==> src/rtl/ula_seq_pkg.sv <==
// rtl/ula_seq_pkg.sv - opcodes, status codes, FSM states and opcode check for the ULA op sequencer
package ula_seq_pkg;

   localparam logic [3:0] OP_REP2   = 4'h0;
   localparam logic [3:0] OP_DEC2   = 4'h1;
   localparam logic [3:0] OP_ZNN2   = 4'h2;
   localparam logic [3:0] OP_MED2   = 4'h3;
   localparam logic [3:0] OP_COPY   = 4'h4;
   localparam logic [3:0] OP_REP4   = 4'h8;
   localparam logic [3:0] OP_DEC4   = 4'h9;
   localparam logic [3:0] OP_ZNN4   = 4'hA;
   localparam logic [3:0] OP_MED4   = 4'hB;

   localparam logic [3:0] PARK_CODE = 4'hF;

   localparam logic [1:0] STAT_OK      = 2'd0;
   localparam logic [1:0] STAT_BAD_OP  = 2'd1;
   localparam logic [1:0] STAT_ABORTED = 2'd2;
   localparam logic [1:0] STAT_TIMEOUT = 2'd3;

   typedef enum logic [2:0] {
      IDLE,
      PARK,
      RUN,
      PARK_ABORT,
      RESP
   } seq_state_t;

   function automatic logic is_valid_op(input logic [3:0] op);
      case (op)
         OP_REP2, OP_DEC2, OP_ZNN2, OP_MED2, OP_COPY,
         OP_REP4, OP_DEC4, OP_ZNN4, OP_MED4: is_valid_op = 1'b1;
         default:                            is_valid_op = 1'b0;
      endcase
   endfunction

endpackage

==> src/rtl/ula_seq_watchdog.sv <==
// rtl/ula_seq_watchdog.sv - run-cycle counter, stale-done mask and timeout compare
// Timeout compare is live only when ULA_SEQ_TIMEOUT_EN is defined.
module ula_seq_watchdog #(
   parameter int DONE_MASK      = 4,
   parameter int CNT_W          = 24,
   parameter int TIMEOUT_CYCLES = 16777215
) (
   input  logic             clk,
   input  logic             reset,
   input  logic             clear,
   input  logic             run,
   output logic [CNT_W-1:0] cycles,
   output logic             unmasked,
   output logic             expired
);

   localparam int MW = $clog2(DONE_MASK + 2);

`ifdef ULA_SEQ_TIMEOUT_EN
   localparam logic WD_EN = 1'b1;
`else
   localparam logic WD_EN = 1'b0;
`endif

   logic [CNT_W-1:0] cnt_q;
   logic [MW-1:0]    mask_q;

   // cycles includes the current RUN cycle, so a response latched now reports it
   assign cycles   = (run && (cnt_q != '1)) ? cnt_q + CNT_W'(1) : cnt_q;
   assign unmasked = (mask_q >= MW'(DONE_MASK));
   assign expired  = WD_EN && (cycles >= CNT_W'(TIMEOUT_CYCLES));

   always_ff @(posedge clk or negedge reset) begin
      if (!reset) begin
         cnt_q  <= '0;
         mask_q <= '0;
      end else if (clear) begin
         cnt_q  <= '0;
         mask_q <= '0;
      end else if (run) begin
         cnt_q <= cycles;
         if (!unmasked)
            mask_q <= mask_q + MW'(1);
      end
   end

endmodule

==> src/rtl/ula_op_sequencer.sv <==
// rtl/ula_op_sequencer.sv - command-level controller parking and launching the image ULA
// Optional watchdog: define ULA_SEQ_TIMEOUT_EN.
module ula_op_sequencer
   import ula_seq_pkg::*;
#(
   parameter int PARK_CYCLES    = 2,
   parameter int DONE_MASK      = 4,
   parameter int CNT_W          = 24,
   parameter int TIMEOUT_CYCLES = 16777215
) (
   input  logic             clk,
   input  logic             reset,
   input  logic             cmd_valid,
   input  logic [3:0]       cmd_op,
   output logic             cmd_ready,
   input  logic             abort,
   output logic [3:0]       ula_seletor,
   input  logic             ula_done,
   output logic             busy,
   output logic             rsp_valid,
   input  logic             rsp_ready,
   output logic [1:0]       rsp_status,
   output logic [CNT_W-1:0] rsp_cycles
);

   localparam int PW = (PARK_CYCLES > 1) ? $clog2(PARK_CYCLES) : 1;

   seq_state_t       state, state_n;
   logic [PW-1:0]    park_cnt, park_cnt_n;
   logic [3:0]       op_q, op_n, sel_q, sel_n;
   logic [1:0]       status_q, status_n;
   logic [CNT_W-1:0] cycles_q, cycles_n, wd_cycles;
   logic             armed, wd_clear, wd_unmasked, wd_expired, park_last;

   assign park_last   = (park_cnt == PW'(PARK_CYCLES - 1));
   // armed keeps cmd_ready low until the first edge after reset release
   assign cmd_ready   = armed && (state == IDLE);
   assign busy        = (state != IDLE);
   assign rsp_valid   = (state == RESP);
   assign ula_seletor = sel_q;
   assign rsp_status  = status_q;
   assign rsp_cycles  = cycles_q;

   ula_seq_watchdog #(
      .DONE_MASK      (DONE_MASK),
      .CNT_W          (CNT_W),
      .TIMEOUT_CYCLES (TIMEOUT_CYCLES)
   ) u_watchdog (
      .clk      (clk),
      .reset    (reset),
      .clear    (wd_clear),
      .run      (state == RUN),
      .cycles   (wd_cycles),
      .unmasked (wd_unmasked),
      .expired  (wd_expired)
   );

   always_comb begin
      state_n    = state;
      park_cnt_n = park_cnt;
      op_n       = op_q;
      sel_n      = sel_q;
      status_n   = status_q;
      cycles_n   = cycles_q;
      wd_clear   = 1'b0;
      case (state)
         IDLE: begin
            if (cmd_valid && cmd_ready) begin
               if (is_valid_op(cmd_op)) begin
                  op_n       = cmd_op;
                  sel_n      = PARK_CODE;
                  park_cnt_n = '0;
                  state_n    = PARK;
               end else begin
                  status_n = STAT_BAD_OP;
                  cycles_n = '0;
                  state_n  = RESP;
               end
            end
         end
         PARK: begin
            if (park_last) begin
               sel_n    = op_q;
               wd_clear = 1'b1;
               state_n  = RUN;
            end else begin
               park_cnt_n = park_cnt + PW'(1);
            end
         end
         RUN: begin
            // done beats abort beats timeout
            if (ula_done && wd_unmasked) begin
               status_n = STAT_OK;
               cycles_n = wd_cycles;
               state_n  = RESP;
            end else if (abort || wd_expired) begin
               status_n   = abort ? STAT_ABORTED : STAT_TIMEOUT;
               cycles_n   = wd_cycles;
               sel_n      = PARK_CODE;
               park_cnt_n = '0;
               state_n    = PARK_ABORT;
            end
         end
         PARK_ABORT: begin
            if (park_last)
               state_n = RESP;
            else
               park_cnt_n = park_cnt + PW'(1);
         end
         RESP: begin
            if (rsp_ready)
               state_n = IDLE;
         end
         default: state_n = IDLE;
      endcase
   end

   always_ff @(posedge clk or negedge reset) begin
      if (!reset) begin
         state    <= IDLE;
         park_cnt <= '0;
         op_q     <= '0;
         sel_q    <= PARK_CODE;
         status_q <= STAT_OK;
         cycles_q <= '0;
         armed    <= 1'b0;
      end else begin
         state    <= state_n;
         park_cnt <= park_cnt_n;
         op_q     <= op_n;
         sel_q    <= sel_n;
         status_q <= status_n;
         cycles_q <= cycles_n;
         armed    <= 1'b1;
      end
   end

endmodule

==> config.mk <==
export PLATFORM = sky130hd
export DESIGN_NAME = ula_op_sequencer
export DESIGN_NICKNAME = d
export VERILOG_FILES = /design/src/rtl/ula_seq_pkg.sv /design/src/rtl/ula_seq_watchdog.sv /design/src/rtl/ula_op_sequencer.sv
export SDC_FILE = /design/constraint.sdc
export NUM_CORES = 1
export LEC_CHECK = 0
export BUFFER_PORTS_ARGS = -buffer_cell sky130_fd_sc_hd__buf_2
export CELL_PAD_IN_SITES_DETAIL_PLACEMENT = 0
export CELL_PAD_IN_SITES_GLOBAL_PLACEMENT = 1
export CORE_UTILIZATION = 40
export CTS_CLUSTER_DIAMETER = 60
export DETAILED_ROUTE_END_ITERATION = 8
export PLACE_DENSITY_LB_ADDON = 0.1
export SLEW_MARGIN = 20
export SYNTH_ARGS = -nofsm -noshare
export SYNTH_HDL_FRONTEND = slang
export SYNTH_HIERARCHICAL = 1
export SYNTH_SLANG_ARGS = --single-unit
==> constraint.sdc <==
create_clock -name clk -period 3.4 [get_ports clk]
set_input_delay 0.17 -clock clk [delete_from_list [all_inputs] [get_ports clk]]
set_output_delay 0.17 -clock clk [all_outputs]
set_load 0.03 [all_outputs]
Word-level counts from Yosys, hierarchy flattened:

Memories as Yosys holds them, arrays and structs flattened.
Cells that the tools add are included.

* bits in writable memories: 0
* output and inout port bits: 33
* input bits: 10
* flip-flop bits (word level): 66
* bits in read-only memories: 16
* bits in latches: 0
* logic and storage cells: 86
* memories: 1

* mux-type cells: 40
* shift operators: 0
* multipliers: 0
* magnitude comparators: 1
* add/subtract/negate cells: 3
* bitwise logic cells: 0
* reduce and logical (&&, ||, !) cells: 17
* div/mod/pow operators: 0
* eq/ne operators: 15

Memory list
* (name not given): depth 16, width 1, read ports 1, clocked after memory_dff 0, wr ports 0, RTL line ula_seq_pkg.sv:30 `case (op)`

Operators with widths (count)
* $mux W24: 7
* $pmux W24 S2: 1
* $mux W3: 10
* $add A24 B1 Y24 const B: 1
* $ne A24 B24 Y1 const B: 1
* $mux W4: 5
* $pmux W3 S5: 1
* $pmux W4 S3: 1
* $ne A2 B2 Y1 const B: 5
* $reduce_and A5 Y1: 2
* $mux W1: 9
* $reduce_bool A3 Y1: 3
* $mux W2: 4
* $ne A2 B1 Y1 const B: 4
* $eq A3 B2 Y1 const B: 2
* $reduce_and A6 Y1: 1
* $logic_and A1 B1 Y1: 4
* $pmux W2 S2: 1
* $reduce_and A4 Y1: 1
* $reduce_bool A2 Y1: 2
* $add A3 B1 Y3 const B: 1
* $eq A3 B1 Y1 const B: 1
* $eq A3 B3 Y1 const B: 1
* $ge A3 B3 Y1 const B: 1
* 7 further kinds: 7

Logic depth before layout (Yosys ltp):

Gate-level depths: netlist of run 1.

* depth after elaboration: 8
* mapped depth: 9
* mapped depth without buffers: 8

Hierarchy:

The synthesis of run 1 kept the hierarchy.

Modules (own cells, without submodules)
* ula_op_sequencer: instances 1, area an instance 2069.5 um^2, cells an instance 214, seq. area each 980.9 um^2
* ula_seq_watchdog: instances 1, area an instance 1601.5 um^2, cells an instance 167, seq. area each 675.6 um^2

Least setup slack after synthesis of run 1:

Ideal clock, no wire load.

* path type: register to register
* start point: register u_watchdog.cnt_q[0]
* end point: register cycles_q[1] (netlist: rsp_cycles[1])
* path buffers: 1
* required time: 3266 ps
* clock period less this slack: 2121 ps
* arrival time: 1987 ps
* cell stages (with the launch flop): 9
* slack: 1279 ps
* library setup time: 134 ps
* path through: dfrtp_1 -> ha_1 -> nand3_1 -> or4_1 -> buf_2 -> o21ai_2 -> mux2_1 -> nand4_1 -> o211ai_1

* cells in the longest elaborated chain, start to end: 6
* elaborated cells on any way between the ends: 7
* those cells by class: 1 x add/sub; 1 x eq/ne; 4 x mux; 1 x reduce/logical

RTL lines
* start, declared: RTL line ula_seq_watchdog.sv:25 `logic [CNT_W-1:0] cnt_q;`
* start signal, assigned: RTL line ula_seq_watchdog.sv:41 `cnt_q <= cycles;`
* parallel branches: the longest is 2 deep, another holds $add A24 B1 Y24
* $mux W24 *: RTL line ula_seq_watchdog.sv:29 `assign cycles = (run && (cnt_q != '1)) ? cnt_q + CNT_W'(1) : cnt_q;`
* net wd_cycles[1]: RTL line ula_op_sequencer.sv:32 `logic [CNT_W-1:0] cycles_q, cycles_n, wd_cycles;`
* $mux W24: RTL line ula_op_sequencer.sv:96 `end else if (abort || wd_expired) begin`
* $mux W24 *: RTL line ula_op_sequencer.sv:92 `if (ula_done && wd_unmasked) begin`
* $pmux W24 S2 *: RTL line ula_op_sequencer.sv:66 `case (state)`
* end signal, assigned: RTL line ula_op_sequencer.sv:133 `cycles_q <= cycles_n;`
* end, declared: RTL line ula_op_sequencer.sv:32

Mark *: on every way through the listed nets, which the timed path passes. The select of a mux whose other input is x is not followed.
A chain may end at the register's enable or synchronous reset.

Final worst setup path of run 1:

Same ends and word-level chain as after synthesis.

==> results.md, run 1 <==
* Number of endpoints with negative hold slack in the final report at 0
* Starting Density at 41.7%
* Insertion delay to the later sink of the worst-skew pair at 350 ps
* Logic pwr share at 46.6%
* Floorplan Core Area at 0.00881 mm²
* Leakage dissipation at 1.83 nW
* Violation count after the first detailed-routing iteration at 163
* Diode count at 0
* Initial antenna violation count at 0
* Fraction of power spent switching nets at 46.1%
* Layout cell share with drive strength beyond 1 at 22.1%
* Port-buffer cells at 42
* Post-synth EDFFs at 0
* Synthesized instance count at 381
* Simple-gate area share of the yosys netlist at 21.4%
* Max-slew headroom at 41.8%
* Number of endpoints failing setup at the final stage at 0
* Area after detailed placement at 0.00396 mm²
* Half-perimeter wire length of the detailed placement result at 6.53 mm
* Clock slew seen by the registers of the worst setup and hold paths at 80 ps
* Minimum period implied by the final worst setup slack at 2540 ps
* Start-to-end type of the worst setup path: flip-flop to flip-flop
* Setup repair after global routing missed its margin: false
* Cell area after synthesis at 0.00367 mm²
* Top cell type by total area after synthesis: dfrtp_1
* Adder-cell area share of the yosys netlist at 1.02%
* Count of pins on the block boundary at 43
* IR Drop Worst-Case VDD at 470 µV
* Post-DR wirelength/cell at 18.5 µm
* Multiplexer share of the synthesized area at 2.11%
* Internal power of the cells at 0.00196 W
* Synth Area in Compound Gates at 18.7%
* Tcrit/Tclk final at 74.8%
* Clock tree from TritonCTS: yes
* Number of slew-limit violations in the final report at 0
* Via count at 3,053
* Fill count at 845
* Design area at 0.00418 mm²
* Kind of start point of the critical path: flip-flop
* Detailed-router iteration count before antenna repair at 7
* Clock network power share at 18.9%
* Peak fanout along the critical path at 15
* Residual antenna-violating net count after detailed routing at 0
* Skew final at 9.63 ps
* Final routed DRC violation total at 6
* Post-Synthesis Net Count at 394
* Overall die width at 97.8 µm
* Count of unique library cells instantiated by Yosys at 61
* Routed Wire Length at 9.79 mm
* Row count at 34
* Number of synthesized register bits at 66
* Area of combinational cells with multiple inputs at 0.00178 mm²
* Xor/xnor cell area share of the yosys netlist at 5.01%
* Clock tree buffer depth at 2
* Number of CTS-inserted buffers at 9
* Crit path DAT at 2740 ps
* HP Class: input pin to flip-flop
* Power spent charging and discharging nets at 0.00168 W
* Type of element capturing the critical path: flip-flop
* Violations in the final reports: design-rule violations
* Vertical die dimension at 97.8 µm
* Number of global-route vias before repair at 2,995
* Weighted congestion reported at the end of routability-driven placement at 0.782
* Outcome: finished with violations
* Worst slew pin tran at 872 ps
* Setup_tns at 0 ps
* Number of H-tree levels at 3
* Clock net sink count at 66
* GRT overflow at 0
* Synth warn at 6
* Synth area leaders: dfrtp_1 (42%), nand4_1 (5.5%), xnor2_1 (3.8%), o21ai_0 (3.7%), nor2b_1 (3.6%)
* Critical path required time at 3600 ps
* Main synth FF type: dfrtp_1
* Sequential cell area at 0.00166 mm²
* Die outline area at 0.00956 mm²
* Total global routing track utilization at 21.6%
* Avg Inst Size Synth at 9.64 µm²
* Fraction of registers with async set or reset after synthesis at 100%
* Post-CTS Setup Repair Bufs at 0
* Total of max-cap violations at 0
* Pin count of the biggest net entering global routing at 37
* Main combinational cell family by area after synthesis: simple AND/OR/NAND/NOR gates
* Yosys top cell area share at 42.3%
* Sequential group share of total power at 34.5%
* Clock root cell: clkbuf_8
* First-pass GRT wire length at 16.1 mm
* Fmax at 0.393 GHz
* Fin nets at 428
* Most frequent cell after synthesis: dfrtp_1
* Area Overhead vs Synth at 13.7%
* Avg Vias per Cell at 5.78
* Number of gates resized after CTS at 0
* Power per unit of standard cell area at 871 mW/mm²
* Sequential element share of the synthesized area at 45.1%
* Post-synth top cells: dfrtp_1 (62), nand4_1 (32), o21ai_0 (27), inv_1 (25)
-- through the flow --
stage / instances / hold slack (ps) / setup WS (ps) / utilization (%) / total power [W]
CTS: 528 / 89.1 / 884 / 47.4 / 0.00366
global placement: 511 / 158 / 927 / 44.9 / 0.00294
global route: 528 / 86.1 / 696 / 47.4 / 0.00388
floorplan: 381 / -126 / 1280 / - / 0.00247
finish: 528 / 103 / 857 / 47.4 / 0.00364
detailed placement: 511 / 167 / 889 / 44.9 / 0.00296
-- layout by cell type (no fill, tap or decap), drive strengths merged, types with 2 or more instances in the layout --
cell / count
a211oi: 2
a21oi: 11
a2bb2oi: 3
a31oi: 6
and3: 2
buf: 53
clkbuf: 10
clkinv: 3
conb: 2
dfrtp: 62
dfstp: 4
ha: 3
inv: 26
mux2: 6
nand2: 11
nand2b: 2
nand3: 22
nand4: 35
nor2: 14
nor2b: 21
nor3: 7
nor4: 7
o211ai: 15
o21ai: 33
o221ai: 13
or3: 2
xnor2: 16
xor2: 5
-- kinds of logic (layout without fill, tap and decap cells) --
logic type,Yosys count,in the layout
AO/OA/AOI/OAI,96,96
XOR/XNOR,21,21
adder cells (fa/ha/maj),3,3
buffers and inverters,56,95
flip-flops,66,66
multiplexers,7,7
other,2,2
AND/OR/NAND/NOR,130,130
-- final timing paths --
kind / start / end / slack, ps / depth (start not counted)
setup / recovery: u_watchdog/cnt_q[0]$_DFFE_PN0P_ / rsp_cycles[1]$_DFFE_PN0P_ / 860 / 7
max in group asynchronous: reset / ula_seletor[2]$_DFFE_PN1P_ / 2240 / 3
hold / removal: cmd_op[0] / op_q[0]$_DFFE_PN0P_ / 100 / 2
setup reg to reg: u_watchdog/cnt_q[0]$_DFFE_PN0P_ / rsp_cycles[1]$_DFFE_PN0P_ / 860 / 7
hold reg to reg: ula_seletor[0]$_DFFE_PN1P_ / ula_seletor[0]$_DFFE_PN1P_ / 480 / 2
min in group asynchronous: reset / u_watchdog/cnt_q[21]$_DFFE_PN0P_ / 320 / 2
-- worst max-delay path, stage by stage (launching register included) --
cell      delay, ps
dfrtp_1         420
ha_1            230
nand3_1         110
or4_1           770
o21ai_2         310
mux2_1          370
nand4_1          90
o211ai_1        110
-- final cells by class --
| type | instances | share of cell area (%) |
|---|---|---|
| well taps | 108 | 3.24 |
| inverters | 25 | 2.25 |
| repair buffers | 54 | 7.25 |
| multi-input cells | 259 | 42.7 |
| clock buffers | 10 | 3.30 |
| clock inverters | 6 | 1.56 |
| flip-flops and latches | 66 | 39.7 |
-- sequential cells by signal (all words and copies together), names as in the netlist --
name	flops
armed	1
op_q	4
park_cnt	1
rsp_cycles	24
rsp_status	2
state	3
u_watchdog/cnt_q	24
u_watchdog/mask_q	3
ula_seletor	4
-- repair_timing --
| item | in CTS | in global routing |
|---|---|---|
| setup endpoints to repair | 0 | 0 |
| hold buffers | 1 | 0 |
| endpoints found under the hold margin | 18 | 0 |
-- power by group through the flow --
stage / registers (W) / logic (W) / clock network (W)
6_report: 0.00126 / 0.00169 / 0.000688
5_1_grt: 0.00130 / 0.00185 / 0.000732
4_1_cts: 0.00126 / 0.00170 / 0.000706
3_5_place_dp: 0.00127 / 0.00170 / 0
2_1_floorplan: 0.00158 / 0.000886 / 0
3_3_place_gp: 0.00126 / 0.00167 / 0
-- per-layer routing --
layer	global-route usage, %	up-vias	routed length, µm
met5	0	-	0
met4	6.64	0	167
met3	5.08	10	346
met2	33.9	64	4640
met1	29.8	1510	4630
li1	-	1469	-
Power figures use the tool's default switching activity.
==> run 2, diff against run 1 <==
- clock period: 3.4 -> 2.6 ns (I/O delays scaled with it)
==> run 2 against run 1 <==
Net effect: the flow still finishes with violations (design-rule violations); global-route usage fell by 0.24 points; critical path type unchanged; utilization rose by 1.3 points; register-to-register slack got worse by 680 ps; final cell count rose by 1.5%; sequential power rose by 30%; worst hold slack got worse by 36 ps; critical endpoint unchanged; cell area rose by 2.8%; wire length fell by 0.61%; sequential cell count did not move; clock power rose by 70%; highest routed layer unchanged; via count rose by 0.20%.
==> results.md, run 2 (synthesized netlist as in run 1, its figures left out) <==
* Placement-stage worst setup slack at 173 ps (-716 ps)
* IR Drop Worst-Case VDD at 501 µV (+6.6%)
* Pin count of the biggest net entering global routing at 35 (-5.4%)
* Clock tree from TritonCTS: yes
* Clock net sink count at 66 (unchanged)
* Leakage dissipation at 1.89 nW (+3.5%)
* Violations in the final reports: design-rule violations
* Number of endpoints with negative hold slack in the final report at 0 (unchanged)
* Chain of cells forming the critical path: ha_1 -> nand3_1 -> or4_1 -> o21ai_2 -> mux2_1 -> nand4_1 -> o211ai_1
* Setup repair after global routing missed its margin: false
* Die outline area at 0.00956 mm² (unchanged)
* Peak fanout along the critical path at 10 (-5)
* Post-DR wirelength/cell at 18.1 µm (-2.1%)
* Critical register-to-register path endpoint: rsp_cycles[1]$_DFFE_PN0P_
* Path length in cells of the critical path at 7 (unchanged)
* Post-route insts no fill at 536 (+1.5%)
* Quantity of hold-fixing buffers added after cts at 1 (unchanged)
* Power per unit of standard cell area at 1170 mW/mm² (+35%)
* Setup slack of the worst register-to-register path at 180 ps (-680 ps)
* Number of CTS-inserted buffers at 9 (unchanged)
* Floorplan Core Area at 0.00881 mm² (unchanged)
* Diode count at 0 (unchanged)
* Max-slew headroom at 50.2% (+8.4 points)
* Cell count after placement at 519 (+1.6%)
* Port-buffer cells at 42 (unchanged)
* Clock slew seen by the registers of the worst setup and hold paths at 80 ps (about the same)
* Setup_tns at 0 ps (unchanged)
* Insertion delay to the later sink of the worst-skew pair at 350 ps (about the same)
* Number of gates resized after CTS at 0 (unchanged)
* Minimum period implied by the final worst setup slack at 2420 ps (-124 ps)
* Count of pins on the block boundary at 43 (unchanged)
* Crit path DAT at 2620 ps (-120 ps)
* Half-perimeter wire length of the detailed placement result at 6.60 mm (+1.0%)
* Worst setup margin at 180 ps (-676 ps)
* Detailed-router iteration count before antenna repair at 7 (unchanged)
* Overall die width at 97.8 µm (unchanged)
* Area of combinational cells with multiple inputs at 0.00178 mm² (-0.28%)
* Outcome: finished with violations
* Type of element capturing the critical path: flip-flop
* Final routed DRC violation total at 6 (unchanged)
* Skew final at 9.68 ps (+0.0433 ps)
* Row count at 34 (unchanged)
* Post-CTS Setup Repair Bufs at 0 (unchanged)
* Weighted congestion reported at the end of routability-driven placement at 0.796 (+1.7%)
* Hold path startpoint: cmd_op[3]
* Number of slew-limit violations in the final report at 0 (unchanged)
* Kind of cell adding the most delay to the critical path: simple AND/OR/NAND/NOR gates
* Layout cell share with drive strength beyond 1 at 23.6% (+1.5 points)
* Clock tree buffer depth at 2 (unchanged)
* Initial antenna violation count at 0 (unchanged)
* Routed Wire Length at 9.73 mm (-0.61%)
* Reg-to-Reg Start: u_watchdog/cnt_q[0]$_DFFE_PN0P_
* Total global routing track utilization at 21.4% (-0.24 points)
* Fill count at 863 (+2.1%)
* R2R depth at 7 (unchanged)
* Worst Hold Path EP: op_q[3]$_DFFE_PN0P_
* Tcrit/Tclk final at 93.1% (+18 points)
* Highest-count cells in the layout ignoring fill and taps: dfrtp_1 (62), buf_2 (42), nand4_1 (32)
* Most frequent standard cell in the layout excluding fill and tap cells: dfrtp_1
* Area Overhead vs Synth at 16.9%
* Via count at 3,059 (+0.20%)
* Number of H-tree levels at 3 (unchanged)
* Number of endpoints failing setup at the final stage at 0 (unchanged)
* Number of global-route vias before repair at 2,905 (-3.0%)
* Total of max-cap violations at 0 (unchanged)
* HP Class: input pin to flip-flop
* GRT overflow at 0 (unchanged)
* Combined buffer and inverter count along the critical path at 0 (unchanged)
* Start-to-end type of the worst setup path: flip-flop to flip-flop
* Starting Density at 41.7% (unchanged)
* Vertical die dimension at 97.8 µm (unchanged)
* Residual antenna-violating net count after detailed routing at 0 (unchanged)
* Violation count after the first detailed-routing iteration at 195 (+20%)
* Critical path required time at 2800 ps (-800 ps)
* Clock root cell: clkbuf_8
* Sequential cell area at 0.00166 mm² (unchanged)
* Kind of start point of the critical path: flip-flop
* Fmax at 0.413 GHz (+5.1%)
* Crit path largest cell delay at 690 ps (-80 ps)
* Worst slew pin tran at 746 ps (-126 ps)
* Hold Path Depth at 2 (unchanged)
* First-pass GRT wire length at 15.9 mm (-1.4%)
* Fin nets at 436 (+1.9%)
* CP max-delay cell: or4_1
* Avg Vias per Cell at 5.71 (-1.3%)
run 2: cell count changes in the layout (fill, tap and decap cells not counted):
cell	change
buf_4	+8
bufinv_16	+3
clkbuf_8	-1
clkinv_2	-1
inv_6	-1
nor2_2	+1
nor2_4	-1
run 2: worst max-delay path by stage:
stage | start | end | slack, ps
after floorplan | u_watchdog/cnt_q[0]$_DFFE_PN0P_ | rsp_cycles[1]$_DFFE_PN0P_ | 480
after global placement | u_watchdog/cnt_q[0]$_DFFE_PN0P_ | rsp_cycles[1]$_DFFE_PN0P_ | 230
after detailed placement | u_watchdog/cnt_q[0]$_DFFE_PN0P_ | rsp_cycles[1]$_DFFE_PN0P_ | 170
after CTS | u_watchdog/cnt_q[0]$_DFFE_PN0P_ | rsp_cycles[1]$_DFFE_PN0P_ | 160
after global routing | u_watchdog/cnt_q[0]$_DFFE_PN0P_ | rsp_cycles[23]$_DFFE_PN0P_ | 40
final | u_watchdog/cnt_q[0]$_DFFE_PN0P_ | rsp_cycles[1]$_DFFE_PN0P_ | 180
run 2: final cells by class:
type,count,area share (%)
Multi-Input combinational cell,259,41.4
Sequential cell,66,38.6
Timing Repair Buffer,62,8.45
Clock inverter,7,3.29
Tap cell,108,3.15
Clock buffer,9,2.89
Inverter,25,2.19
run 2: per-layer routing:
layer | track usage (%) | vias to the layer above | part of all wire (%)
met4 | 8.39 | 0 | 1.5
met5 | 0 | - | 0
met1 | 32.0 | 1510 | 49
li1 | - | 1481 | -
met2 | 31.2 | 58 | 46
met3 | 3.01 | 10 | 3.2
run 2: power by group:
part / internal, W / total [W] / switching, W
clock network: 0.000734 / 0.00117 / 0.000433
logic: 0.000734 / 0.00223 / 0.00150
registers: 0.00138 / 0.00164 / 0.000257
run 2: per-stage QoR:
step | hold slack (ps) | instance area [µm²] | total power [W] | utilization [%]
floorplan | -166 | 3670 | 0.00323 | -
global placement | 182 | 4020 | 0.00388 | 45.6
detailed placement | 200 | 4020 | 0.00390 | 45.6
CTS | 58.6 | 4290 | 0.00509 | 48.7
global route | 56.5 | 4290 | 0.00537 | 48.7
finish | 66.9 | 4290 | 0.00504 | 48.7
